<file path="src/rtl/denormalizer_16_if.sv">
// Handshake bundle for denormalizer_16: upstream operand side (i_valid/o_ready/i_in/i_fill/i_count)
// and downstream result side (o_valid/i_ready/o_r/o_sticky).
interface denormalizer_16_if #(
    parameter int unsigned N = 16
);
    localparam int unsigned CW = $clog2(N) + 1;

    logic          i_valid;
    logic          o_ready;
    logic [N:0]    i_in;
    logic          i_fill;
    logic [CW-1:0] i_count;
    logic          o_valid;
    logic          i_ready;
    logic [N:0]    o_r;
    logic          o_sticky;

    modport slave (
        input  i_valid, i_in, i_fill, i_count, i_ready,
        output o_ready, o_valid, o_r, o_sticky
    );

    modport master (
        output i_valid, i_in, i_fill, i_count, i_ready,
        input  o_ready, o_valid, o_r, o_sticky
    );
endinterface

</file>
<file path="src/rtl/denormalizer_16.sv">
// Pipelined right shifter with fill bit and sticky collection; one register stage per shift
// weight (16, 8, 4, 2, 1), valid/ready handshake on both sides.
module denormalizer_16 #(
    parameter int unsigned N = 16
) (
    input logic             i_clk,
    input logic             i_rst,
    denormalizer_16_if.slave bus
);
    localparam int unsigned W      = N + 1;
    localparam int unsigned CW     = $clog2(N) + 1;
    localparam int unsigned Stages = CW;

    logic [Stages-1:0] valid_q, valid_d;
    logic [Stages-1:0] fill_q, fill_d;
    logic [Stages-1:0] sticky_q, sticky_d;
    logic [W-1:0]      data_q  [Stages];
    logic [W-1:0]      data_d  [Stages];
    logic [CW-1:0]     count_q [Stages];
    logic [CW-1:0]     count_d [Stages];
    logic [Stages-1:0] load;

    logic [Stages-1:0] src_valid, src_fill, src_sticky;
    logic [W-1:0]      src_data  [Stages];
    logic [CW-1:0]     src_count [Stages];

    // A stage may load unless it and every stage after it are full while the output is stalled.
    always_comb begin : ready_chain
        logic tail_full;
        tail_full = 1'b1;
        for (int i = Stages - 1; i >= 0; i--) begin
            tail_full = tail_full & valid_q[i];
            load[i]   = ~tail_full | bus.i_ready;
        end
    end

    always_comb begin : stage_src
        src_valid[0]  = bus.i_valid;
        src_data[0]   = bus.i_in;
        src_fill[0]   = bus.i_fill;
        src_count[0]  = bus.i_count;
        src_sticky[0] = 1'b0;
        for (int i = 1; i < Stages; i++) begin
            src_valid[i]  = valid_q[i-1];
            src_data[i]   = data_q[i-1];
            src_fill[i]   = fill_q[i-1];
            src_count[i]  = count_q[i-1];
            src_sticky[i] = sticky_q[i-1];
        end
    end

    always_comb begin : stage_next
        logic [2*W-1:0] ext;
        logic [W-1:0]   mask;
        logic [W-1:0]   nd;
        logic [CW-1:0]  nc;
        logic           ns;
        int unsigned    sh;
        for (int i = 0; i < Stages; i++) begin
            sh   = 32'd1 << (Stages - 1 - i);
            ext  = {{W{src_fill[i]}}, src_data[i]} >> sh;
            mask = (W'(1) << sh) - W'(1);
            nd   = src_data[i];
            nc   = src_count[i];
            ns   = src_sticky[i];
            if (i == 0 && src_count[i] >= CW'(W)) begin
                // Whole word shifted out; clearing the count keeps later stages from touching sticky.
                nd = {W{src_fill[i]}};
                nc = '0;
                ns = |src_data[i];
            end else if (src_count[i][Stages-1-i]) begin
                nd = ext[W-1:0];
                ns = src_sticky[i] | (|(src_data[i] & mask));
            end

            valid_d[i]  = valid_q[i];
            data_d[i]   = data_q[i];
            fill_d[i]   = fill_q[i];
            count_d[i]  = count_q[i];
            sticky_d[i] = sticky_q[i];
            if (load[i]) begin
                valid_d[i] = src_valid[i];
                if (src_valid[i]) begin
                    data_d[i]   = nd;
                    fill_d[i]   = src_fill[i];
                    count_d[i]  = nc;
                    sticky_d[i] = ns;
                end
            end
        end
    end

    always_ff @(posedge i_clk) begin
        if (i_rst) begin
            valid_q  <= '0;
            fill_q   <= '0;
            sticky_q <= '0;
            for (int i = 0; i < Stages; i++) begin
                data_q[i]  <= '0;
                count_q[i] <= '0;
            end
        end else begin
            valid_q  <= valid_d;
            fill_q   <= fill_d;
            sticky_q <= sticky_d;
            for (int i = 0; i < Stages; i++) begin
                data_q[i]  <= data_d[i];
                count_q[i] <= count_d[i];
            end
        end
    end

    assign bus.o_ready  = load[0];
    assign bus.o_valid  = valid_q[Stages-1];
    assign bus.o_r      = data_q[Stages-1];
    assign bus.o_sticky = sticky_q[Stages-1];
endmodule

</file>
<file path="src/flat_wrapper.sv">
// flat-port wrapper written by rule: the top's interface ports become plain ports
module denormalizer_16_flat 
#(
    parameter int unsigned N = 16
)
  (i_clk, i_rst, bus_i_valid, bus_i_in, bus_i_fill, bus_i_count, bus_i_ready, bus_o_ready, bus_o_valid, bus_o_r, bus_o_sticky);
  denormalizer_16_if #(.N(N)) bus_i ();
  input logic i_clk;
  input logic i_rst;
  input wire logic [$bits(bus_i.i_valid)-1:0] bus_i_valid;
  input wire logic [$bits(bus_i.i_in)-1:0] bus_i_in;
  input wire logic [$bits(bus_i.i_fill)-1:0] bus_i_fill;
  input wire logic [$bits(bus_i.i_count)-1:0] bus_i_count;
  input wire logic [$bits(bus_i.i_ready)-1:0] bus_i_ready;
  output wire logic [$bits(bus_i.o_ready)-1:0] bus_o_ready;
  output wire logic [$bits(bus_i.o_valid)-1:0] bus_o_valid;
  output wire logic [$bits(bus_i.o_r)-1:0] bus_o_r;
  output wire logic [$bits(bus_i.o_sticky)-1:0] bus_o_sticky;
  assign bus_i.i_valid = bus_i_valid;
  assign bus_i.i_in = bus_i_in;
  assign bus_i.i_fill = bus_i_fill;
  assign bus_i.i_count = bus_i_count;
  assign bus_i.i_ready = bus_i_ready;
  assign bus_o_ready = bus_i.o_ready;
  assign bus_o_valid = bus_i.o_valid;
  assign bus_o_r = bus_i.o_r;
  assign bus_o_sticky = bus_i.o_sticky;
  denormalizer_16 #(.N(N)) u_core (.i_clk(i_clk), .i_rst(i_rst), .bus(bus_i));
endmodule
</file>
<file path="config.mk">
export PLATFORM = sky130hd
export DESIGN_NAME = denormalizer_16_flat
export DESIGN_NICKNAME = d
export VERILOG_FILES = /design/src/rtl/denormalizer_16_if.sv /design/src/rtl/denormalizer_16.sv /design/src/flat_wrapper.sv
export SDC_FILE = /design/constraint.sdc
export NUM_CORES = 1
export LEC_CHECK = 0
export ABC_CLOCK_PERIOD_IN_PS = 1920
export CAP_MARGIN = 0
export CORE_MARGIN = 5
export CORE_UTILIZATION = 40
export DETAILED_ROUTE_END_ITERATION = 6
export DONT_BUFFER_PORTS = 1
export PLACE_DENSITY = 0.62
export SLEW_MARGIN = 20
export SYNTH_ARGS = -nofsm -noshare
export SYNTH_HDL_FRONTEND = slang
export SYNTH_SLANG_ARGS = --single-unit
</file>
<file path="constraint.sdc">
create_clock -name i_clk -period 1.92 [get_ports i_clk]
set_clock_uncertainty 0.1 [all_clocks]
set_input_delay 0.384 -clock i_clk [delete_from_list [all_inputs] [get_ports i_clk]]
set_output_delay 0.384 -clock i_clk [all_outputs]
set_load 0.005 [all_outputs]
</file>
==> metrics.csv <==
metric;value;unit
status;finished clean;
setup TNS;0;ns
drt total wl;8.94;mm
layout cells sized above 1;0.102;
initial DRC count;153;
drt drc;0;
CTS Buffer Depth;2;
Max-Cap Viols;0;
CTS resizes;0;
drt first pass iters;4;
# diodes;0;
hold buffer count at cts;0;
wire per inst;14.4;microns
Leakage;1.71;nW
row cnt;40;
Power Total;0.00454;W
yosys warns;0;
peak supply drop;0.526;mV
first-pass GRT wire length;14.9;mm
sequential area share after synthesis;0.470;
DIE HEIGHT;120;microns
Buffers on Ports;0;
# IOs;47;
count of final setup violators;0;
initial antenna violation count;0;
GPL Wtd Cong;0.758;
global route total overflow;0;
Net Count, Synth;528;
vias in the first global route;3048;
Root Buffer;clkbuf_16;
Final Max Tran Viols;0;
DR vias;3243;
Syn Area/Cell;9.68;sq um
endpoint class of the critical path;primary output;
CTS sink cnt;109;
WS Path Type;register to primary output;
final core utilization;0.426;
# fillers;1183;
worst-margin pin slew;0.575;ns
fmax;552;MHz
Fin. Hold Viols;0;
Area Growth Syn to Fin;4.95;%
setup bufs post-CTS;0;
worst rel slew slack;0.617;
via/cell ratio;5.24;
Starting Density;0.406;
Min-Delay Path Class;input pin to register;
synthesized cell area;0.00485;sq mm
pwr/cell area;893;mW/mm^2
Clock H-tree levels;3;
Critical Path RT;1.44;ns
Post-DRT Antenna Nets;0;
FF+latch area;0.00228;sq mm
Total Routing Usage GR;0.128;
CP max FO;6;
area occupied by multi-input gates;0.00221;sq mm
Core Footprint;0.0120;sq mm
CTS tree;yes;
CTS Buf Count;9;
Nets;494;
synthesized flop and latch total;109;
RSZ-0062 raised after global routing;no;
post-synth cell types;32;
post-DP HPWL;6.43;mm
worst skew pair latency;0.34;ns
period utilisation layout;0.943;
element type at the critical path start;register;
Tmin final;1.81;ns
Die W;120;microns
Clock transition at path regs;0.07;ns
die area;0.0144;sq mm
critical path arrival;1.33;ns
largest net degree at the start of global routing;111;
Post-Syn Instances;501;
## cell type report
cell class                 count  area share
clock inverter                 5     0.00541
timing repair buffer          15      0.0270
tap                          147      0.0361
sequential                   109       0.448
clock buffer                  11      0.0457
inverter                       4     0.00295
multi-input combinational    328       0.435
## placed cells by master, fill, tap and decap left out, drive strengths merged, types with 2 or more instances in the layout
cell type	n
and2	7
o21ai	2
nand2	3
mux2i	65
clkinvlp	2
clkbuf	11
a21oi	32
a211oi	87
or2	3
a21boi	2
nor2b	9
inv	3
buf	15
edfxtp	10
nor4	7
nor2	101
dfxtp	99
clkinv	4
## worst max-delay path, cell delays in order, from the launching register on
cell	delay, ns
dfxtp_1	0.42
and4b_1	0.39
nand3_1	0.18
## synth_stat cells
cell / instances / area share
nor2_1: 101 / 0.078
dfxtp_1: 99 / 0.41
a211oi_1: 73 / 0.11
mux2i_1: 65 / 0.13
a21oi_1: 32 / 0.033
buf_4: 19 / 0.029
clkbuf_1: 18 / 0.014
buf_2: 17 / 0.018
a211oi_2: 14 / 0.036
edfxtp_1: 10 / 0.062
nor2b_1: 9 / 0.012
and2_1: 7 / 0.0090
nor4_1: 7 / 0.0090
buf_6: 4 / 0.0093
inv_1: 3 / 0.0023
nand2_1: 3 / 0.0023
or2_2: 3 / 0.0039
buf_1: 2 / 0.0015
o21ai_0: 2 / 0.0021
a211o_1: 1 / 0.0018
a21boi_1: 1 / 0.0015
a21boi_2: 1 / 0.0023
a311oi_1: 1 / 0.0018
a31oi_4: 1 / 0.0044
and4b_1: 1 / 0.0021
clkinv_1: 1 / 0.00077
nand2b_1: 1 / 0.0013
nand3_1: 1 / 0.0010
nand4_1: 1 / 0.0013
nand4b_1: 1 / 0.0018
o211ai_1: 1 / 0.0015
or4_1: 1 / 0.0015
## path summary, 6_finish.rpt
path / slack [ns] / depth (start not counted) / to / from
min reg2reg: 0.36 / 2 / u_core.sticky_q[0]$_SDFFE_PP0P_ / u_core.sticky_q[0]$_SDFFE_PP0P_
max: 0.11 / 2 / bus_o_ready / u_core.valid_q[3]$_SDFFE_PP0P_
min: 0.03 / 1 / u_core.sticky_q[2]$_SDFFE_PP0P_ / i_rst
max reg2reg: 0.16 / 5 / u_core.sticky_q[3]$_SDFFE_PP0P_ / u_core.valid_q[4]$_SDFFE_PP0N_
## cells by family (layout without fill, tap and decap cells)
logic type,Yosys count,count (layout),share of synthesized area
AOI/OAI and AO/OA,127,127,0.198
buffers and inverters,64,35,0.0748
DFF,109,109,0.470
muxes,65,65,0.134
and+or+nand+nor,136,136,0.123
## power by group
group,switching (W),internal (W)
clock,0.000777,0.000869
combinational,0.000208,0.000191
sequential,0.0000897,0.00241
## registers in the layout, indices dropped and copies added, names as in the netlist
register,flops
u_core.valid_q,5
u_core.sticky_q,5
u_core.fill_q,4
u_core.count_q,10
u_core.data_q,85
## per-stage QoR
| stage | instances | setup WS, ns | cell area, sq um | hold slack [ns] |
|---|---|---|---|---|
| 3_5_place_dp | 603 | 0.172 | 4830 | 0.346 |
| 2_1_floorplan | 501 | 0.182 | 4850 | 0.337 |
| 4_1_cts | 619 | 0.0979 | 5090 | 0.00555 |
| 3_3_place_gp | 603 | 0.218 | 4830 | 0.346 |
| 6_report | 619 | 0.109 | 5090 | 0.0268 |
| 5_1_grt | 619 | 0.0223 | 5090 | 0.0125 |
## per-layer routing
metal  wire length (microns)  GRT usage
met5                       0          0
met1                    4220      0.159
met3                     470     0.0415
met4                     193     0.0508
met2                    4060      0.206
Note: power is estimated with default switching activity, not from simulation.
